### config.mk
export PLATFORM = sky130hd
export DESIGN_NAME = reorder_buffer
export DESIGN_NICKNAME = d
export VERILOG_FILES = /design/src/rtl/reorder_buffer_pkg.sv /design/src/rtl/reorder_buffer_retire_sel.sv /design/src/rtl/reorder_buffer.sv
export SDC_FILE = /design/constraint.sdc
export NUM_CORES = 2
export LEC_CHECK = 0
export CAP_MARGIN = 40
export CORE_ASPECT_RATIO = 1.2
export CORE_MARGIN = 2
export CORE_UTILIZATION = 53
export CTS_CLUSTER_DIAMETER = 150
export DETAILED_ROUTE_END_ITERATION = 10
export HOLD_SLACK_MARGIN = 0.02
export PLACE_DENSITY = 0.71
export SLEW_MARGIN = 30
export SYNTH_ARGS = -nofsm -noshare
export SYNTH_HDL_FRONTEND = slang
export SYNTH_SLANG_ARGS = --single-unit
### constraint.sdc
create_clock -name clk -period 7.42 [get_ports clk]
set_clock_uncertainty 0.2 [all_clocks]
set_input_delay 1.484 -clock clk [delete_from_list [all_inputs] [get_ports clk]]
set_output_delay 1.484 -clock clk [all_outputs]
set_load 0.01 [all_outputs]
### src/rtl/reorder_buffer_pkg.sv
// Shared core types: ROB and reservation-station rows.
// Package p is imported by the ROB and the dispatch/RS units.
package p;
  localparam int ROB_DEPTH = 16;
  localparam int ROB_IDX_W = 4;
  localparam int PREG_W    = 6;
  localparam int AREG_W    = 5;
  localparam int XLEN      = 32;

  typedef struct packed {
    logic              v;
    logic              done;
    logic [AREG_W-1:0] rd;
    logic [PREG_W-1:0] pd;
    logic [PREG_W-1:0] old_pd;
    logic [XLEN-1:0]   pc;
  } rob_row;

  typedef struct packed {
    logic                 v;
    logic [3:0]           op;
    logic                 rdy1;
    logic [PREG_W-1:0]    ps1;
    logic                 rdy2;
    logic [PREG_W-1:0]    ps2;
    logic [PREG_W-1:0]    pd;
    logic [ROB_IDX_W-1:0] rob_index;
  } rs_row;
endpackage

### src/rtl/reorder_buffer_retire_sel.sv
// rob_retire_sel: picks 0, 1 or 2 retirable entries starting at head.
// Ports: head/next v+done bits in; sel_1/sel_2 and retire count out.
module rob_retire_sel (
  input  logic       head_v,
  input  logic       head_done,
  input  logic       next_v,
  input  logic       next_done,
  output logic       sel_1,
  output logic       sel_2,
  output logic [1:0] n_ret
);
  always_comb begin
    sel_1 = head_v & head_done;
    // head+1 may only go out alongside head
    sel_2 = sel_1 & next_v & next_done;
    n_ret = {1'b0, sel_1} + {1'b0, sel_2};
  end
endmodule

### src/rtl/reorder_buffer.sv
// reorder_buffer: 16-entry circular ROB, dual allocate/retire, NUM_CMPL
// completion ports. Optional flush input when ROB_FLUSH_EN is defined.
module reorder_buffer
  import p::*;
#(
  parameter  int DEPTH    = ROB_DEPTH,
  parameter  int NUM_CMPL = 3,
  localparam int IDX_W    = $clog2(DEPTH)
) (
  input  logic                      clk,
  input  logic                      rst_n,
`ifdef ROB_FLUSH_EN
  input  logic                      flush,
`endif
  input  logic                      alloc_valid_1,
  input  logic                      alloc_valid_2,
  input  logic [AREG_W-1:0]         alloc_rd_1,
  input  logic [AREG_W-1:0]         alloc_rd_2,
  input  logic [PREG_W-1:0]         alloc_pd_1,
  input  logic [PREG_W-1:0]         alloc_pd_2,
  input  logic [PREG_W-1:0]         alloc_old_pd_1,
  input  logic [PREG_W-1:0]         alloc_old_pd_2,
  input  logic [XLEN-1:0]           alloc_pc_1,
  input  logic [XLEN-1:0]           alloc_pc_2,
  output logic                      alloc_ready,
  output logic [IDX_W-1:0]          alloc_idx_1,
  output logic [IDX_W-1:0]          alloc_idx_2,
  input  logic [NUM_CMPL-1:0]       cmpl_valid,
  input  logic [NUM_CMPL*IDX_W-1:0] cmpl_idx,
  output logic                      ret_valid_1,
  output logic                      ret_valid_2,
  output logic [AREG_W-1:0]         ret_rd_1,
  output logic [AREG_W-1:0]         ret_rd_2,
  output logic [PREG_W-1:0]         ret_pd_1,
  output logic [PREG_W-1:0]         ret_pd_2,
  output logic                      ret_free_valid_1,
  output logic                      ret_free_valid_2,
  output logic [PREG_W-1:0]         ret_old_pd_1,
  output logic [PREG_W-1:0]         ret_old_pd_2,
  output logic [XLEN-1:0]           ret_pc_1,
  output logic [XLEN-1:0]           ret_pc_2,
  output logic [IDX_W:0]            count,
  output logic                      empty,
  output logic                      full
);
  localparam int CNT_W = IDX_W + 1;

  rob_row           rob_q [DEPTH];
  logic [IDX_W-1:0] head;
  logic [IDX_W-1:0] tail;
  logic [IDX_W-1:0] head_p1;
  logic [IDX_W-1:0] tail_p1;
  logic             a1;
  logic             a2;
  logic [1:0]       n_alloc;
  logic [1:0]       n_ret;
  logic             sel_1;
  logic             sel_2;
  logic [CNT_W-1:0] count_nxt;
  logic             do_flush;
  rob_row           head_row;
  rob_row           next_row;

`ifdef ROB_FLUSH_EN
  assign do_flush = flush;
`else
  assign do_flush = 1'b0;
`endif

  assign head_p1     = head + IDX_W'(1);
  assign tail_p1     = tail + IDX_W'(1);
  assign alloc_idx_1 = tail;
  assign alloc_idx_2 = tail_p1;

  // ready needs two free slots, judged on the pre-edge count only
  assign alloc_ready = count <= CNT_W'(DEPTH - 2);
  assign a1          = alloc_valid_1 & alloc_ready;
  assign a2          = a1 & alloc_valid_2;
  assign n_alloc     = {1'b0, a1} + {1'b0, a2};

  assign head_row = rob_q[head];
  assign next_row = rob_q[head_p1];

  rob_retire_sel u_sel (
    .head_v    (head_row.v),
    .head_done (head_row.done),
    .next_v    (next_row.v),
    .next_done (next_row.done),
    .sel_1     (sel_1),
    .sel_2     (sel_2),
    .n_ret     (n_ret)
  );

  assign count_nxt = count + CNT_W'(n_alloc) - CNT_W'(n_ret);
  assign empty     = count == '0;
  assign full      = count == CNT_W'(DEPTH);

  always_ff @(posedge clk) begin
    if (!rst_n) begin
      for (int i = 0; i < DEPTH; i++) rob_q[i] <= '0;
      head  <= '0;
      tail  <= '0;
      count <= '0;
    end else if (do_flush) begin
      for (int i = 0; i < DEPTH; i++) begin
        rob_q[i].v    <= 1'b0;
        rob_q[i].done <= 1'b0;
      end
      head  <= '0;
      tail  <= '0;
      count <= '0;
    end else begin
      for (int k = 0; k < NUM_CMPL; k++) begin
        if (cmpl_valid[k] && rob_q[cmpl_idx[k*IDX_W +: IDX_W]].v)
          rob_q[cmpl_idx[k*IDX_W +: IDX_W]].done <= 1'b1;
      end
      // retire after completion so a retiring entry ends up cleared
      if (sel_1) begin
        rob_q[head].v    <= 1'b0;
        rob_q[head].done <= 1'b0;
      end
      if (sel_2) begin
        rob_q[head_p1].v    <= 1'b0;
        rob_q[head_p1].done <= 1'b0;
      end
      if (a1)
        rob_q[tail] <= '{v: 1'b1, done: 1'b0,
                         rd: alloc_rd_1, pd: alloc_pd_1,
                         old_pd: alloc_old_pd_1, pc: alloc_pc_1};
      if (a2)
        rob_q[tail_p1] <= '{v: 1'b1, done: 1'b0,
                            rd: alloc_rd_2, pd: alloc_pd_2,
                            old_pd: alloc_old_pd_2, pc: alloc_pc_2};
      head  <= head + IDX_W'(n_ret);
      tail  <= tail + IDX_W'(n_alloc);
      count <= count_nxt;
    end
  end

  always_ff @(posedge clk) begin
    if (!rst_n || do_flush) begin
      ret_valid_1      <= 1'b0;
      ret_valid_2      <= 1'b0;
      ret_free_valid_1 <= 1'b0;
      ret_free_valid_2 <= 1'b0;
      ret_rd_1         <= '0;
      ret_rd_2         <= '0;
      ret_pd_1         <= '0;
      ret_pd_2         <= '0;
      ret_old_pd_1     <= '0;
      ret_old_pd_2     <= '0;
      ret_pc_1         <= '0;
      ret_pc_2         <= '0;
    end else begin
      ret_valid_1      <= sel_1;
      ret_valid_2      <= sel_2;
      // x0 has no real mapping, so nothing goes back to the pool
      ret_free_valid_1 <= sel_1 && head_row.rd != '0;
      ret_free_valid_2 <= sel_2 && next_row.rd != '0;
      ret_rd_1         <= sel_1 ? head_row.rd     : '0;
      ret_rd_2         <= sel_2 ? next_row.rd     : '0;
      ret_pd_1         <= sel_1 ? head_row.pd     : '0;
      ret_pd_2         <= sel_2 ? next_row.pd     : '0;
      ret_old_pd_1     <= sel_1 ? head_row.old_pd : '0;
      ret_old_pd_2     <= sel_2 ? next_row.old_pd : '0;
      ret_pc_1         <= sel_1 ? head_row.pc     : '0;
      ret_pc_2         <= sel_2 ? next_row.pc     : '0;
    end
  end
endmodule
==> impl_metrics.toml <==
[power]
p_comb_frac = 0.106
seqPwrFrac = 0.495
p_sw_frac = 0.247
peakVddDrop_mv = 0.174
total_power_mw = 12.3
power_frac_clock = 0.399
p_per_area_mw_per_mm2 = 212
total_leakage_power_nw = 19.4
p_sw_mw = 3.05
p_int_mw = 9.29

[worst_setup_path]
worst_setup_path_start_kind = "register"
crit_arrival_ns = 5.37
endpoint_kind = "register"
cp_max_fo = 55
criticalPathCategory = "register to register"
cp.required_ns = 7.80

[global_route]
antenna_found_initial = 7
grt_usage = 0.353
grt_max_degree = 108
grt_pass1_vias = 37400
grt_overflow_total = 0
grt_pass1_wl_mm = 257

[cts]
cts-buffers-inserted = 93
cts_tree = "done"
post_cts_resized = 0
cts_max_level = 3
root_buffer = "clkbuf_16"
clk_latency_ns = 0.70
cts_buffer_depth = 3
hold_buffers = 0
cts_setup_buffers = 0
cts.clk_slew.worst_paths_ns = 0.07
cts_sinks = 931

[detailed_routing]
drt_iter0_markers = 5522
post-route-drc-count = 0
antenna_left = 0
drtPass1Iterations = 6
vias_per_cell = 7.47
vias = 37800
totalWireLength_mm = 176
routedWlPerCell_um = 34.9

[cells_and_area]
post-route-util = 0.602
fill_cells = 7107
area_delta_synth_final_pct = 12.8
final_cells = 5059
drive_gt1_frac = 0.213
fin_area_mm2 = 0.0581
final_nets = 3851

[timing]
worst_slew_pin_slew_ns = 0.973
timing.fmax_mhz = 200
hold_viol = 0
fin_ws_ns = 2.43
period_share = 0.672
finalMaxSlewViolations = 0
period_needed_ns = 4.99
timing.hold.ws_ns = 0.336
fin_tns_setup_ns = 0
finalSetupViolCount = 0
rsz0062_at_grt = "no"
slew_headroom = 0.351

[worst_hold_path]
hp-class = "register to register"

[floorplanning]
core_area_mm2 = 0.0965
fp.dieW_um = 289
dieHeight_um = 345
rows = 125
pin_count = 235
initial_utilization = 0.534
die_area_mm2 = 0.0997

[synth]
synth_area_per_cell_um2 = 13.5
yosys-top-cells-area = "edfxtp_1 46%, mux4_2 19%, a22o_1 10%"
synth-edff-count = 784
synthesis.area_mm2 = 0.0515
synth.top_cell.area_share = 0.457
synth-seq-area-share = 0.514
ys_warn_count = 0
yosys_most_used_dff = "edfxtp_1"
synth_cell_types = 79
synth_top_cell_by_area = "edfxtp_1"
synth_seq_cells = 931
syn-num-nets = 3964
async_flop_share = 0
netlist_instances = 3820

[flow_run]
maxCapViolCount = 0

[place]
dp_slack_ns = 2.12
dpl_cell_area_mm2 = 0.0547
gp_routability_congestion = 0.904
dp_hpwl_mm = 104
dp_cells = 4871
port_buffers = 234

[run_status]
outcome = "finished, final reports clean"
[placed cells by master (no fill, tap or decap), types with 30 or more instances in the layout]
cell / Yosys / layout
a21oi_1: 171 / 171
a22o_1: 614 / 614
and3_1: 49 / 47
buf_4: 28 / 65
clkbuf_1: 250 / 30
clkbuf_16: 0 / 97
clkdlybuf4s50_1: 0 / 233
dfxtp_1: 147 / 143
edfxtp_1: 784 / 784
mux2i_1: 52 / 52
mux4_2: 445 / 445
nand2_1: 513 / 497
nand3_1: 34 / 33
nor2_1: 48 / 35
nor2b_1: 72 / 68
o21ai_0: 38 / 38
[power groups by stage]
stage | combinational [mW] | sequential [mW] | clock (mW)
after floorplan | 0.819 | 6.15 | 0
after global placement | 1.24 | 6.19 | 0
after detailed placement | 1.27 | 6.21 | 0
after CTS | 1.28 | 6.10 | 4.91
after global routing | 1.37 | 6.13 | 5.10
final | 1.31 | 6.11 | 4.92
[per-layer routing]
layer	GRT usage	share of wire
met5	0	0.00037
met4	0.200	0.060
met3	0.0908	0.13
met2	0.561	0.48
met1	0.438	0.33
[sequential cells by signal, summed over array words and instances (netlist names)]
signal,cells
ret_free_valid_1,1
ret_rd_1,5
rob_q,816
ret_old_pd_1,6
ret_pc_2,32
alloc_idx_1,4
ret_pd_1,6
ret_rd_2,5
head,4
count,5
ret_valid_2,1
ret_pc_1,32
ret_old_pd_2,6
ret_free_valid_2,1
ret_pd_2,6
ret_valid_1,1
[kinds of logic (layout without fill, tap and decap cells)]
family                   count (synthesis)  in the layout  share of synthesized area
adder cells (fa/ha/maj)                 27             27                    0.00714
other                                    0              3                          0
XOR/XNOR                                13             13                    0.00338
AND/OR/NAND/NOR                        826            826                     0.0750
buffers and inverters                  579            545                     0.0487
flip-flops                             931            931                      0.514
AO/OA/AOI/OAI                          947            947                      0.147
multiplexers                           497            497                      0.205
[synth_stat cells (4+ instances only)]
master	number
ha_1	23
inv_1	26
and2_1	10
clkbuf_1	250
nand3b_1	7
o2111ai_1	4
buf_1	120
o21ai_1	4
nor2_1	48
o211ai_1	5
dfxtp_1	147
buf_2	145
nand2b_1	9
and3_1	49
o31ai_1	9
o221ai_1	4
nor3_1	14
nand2_1	513
fa_1	4
o21ai_0	38
mux2i_1	52
o311ai_0	11
a211oi_2	28
nor2b_1	72
buf_6	6
a21o_1	5
nor4b_1	4
xnor2_1	4
a21oi_1	171
nand4_1	14
a22o_1	614
nor4_1	14
a32oi_1	5
nand3_1	34
xor2_1	4
mux4_2	445
a211oi_1	23
edfxtp_1	784
buf_4	28
o22ai_1	7
[path summary, 6_finish.rpt]
path / from / depth (start not counted) / endpoint / slack, ns
hold reg to reg: rob_q[15][50] / 2 / rob_q[15][50] / 0.34
setup reg to reg: head[1] / 18 / count[4] / 2.43
hold / removal: rob_q[15][50] / 2 / rob_q[15][50] / 0.34
setup / recovery: head[1] / 18 / count[4] / 2.43
[worst max-delay path: stages (launching register included)]
cell	delay, ns
dfxtp_4	0.87
inv_1	0.33
ha_4	0.68
buf_12	0.28
o21ai_0	0.15
o2111ai_1	0.19
and4_4	0.45
nor2b_1	0.24
ha_1	0.27
inv_1	0.06
ha_1	0.16
inv_1	0.06
fa_1	0.45
inv_1	0.07
a21oi_1	0.05
nor2_1	0.09
nor2_1	0.05
xor2_1	0.12
nor2_1	0.05
[final cells by class]
cell class / instances / area, µm² / area share
antenna: 3 / 7.51 / 0.000129
clock buffer: 143 / 2750 / 0.0474
clock inverter: 31 / 370 / 0.00638
inverter: 30 / 115 / 0.00198
multi-input combinational: 2310 / 23000 / 0.396
sequential: 931 / 26500 / 0.456
tap: 1270 / 1590 / 0.0274
timing repair buffer: 341 / 3760 / 0.0648
(Power assumes the default switching activity.)
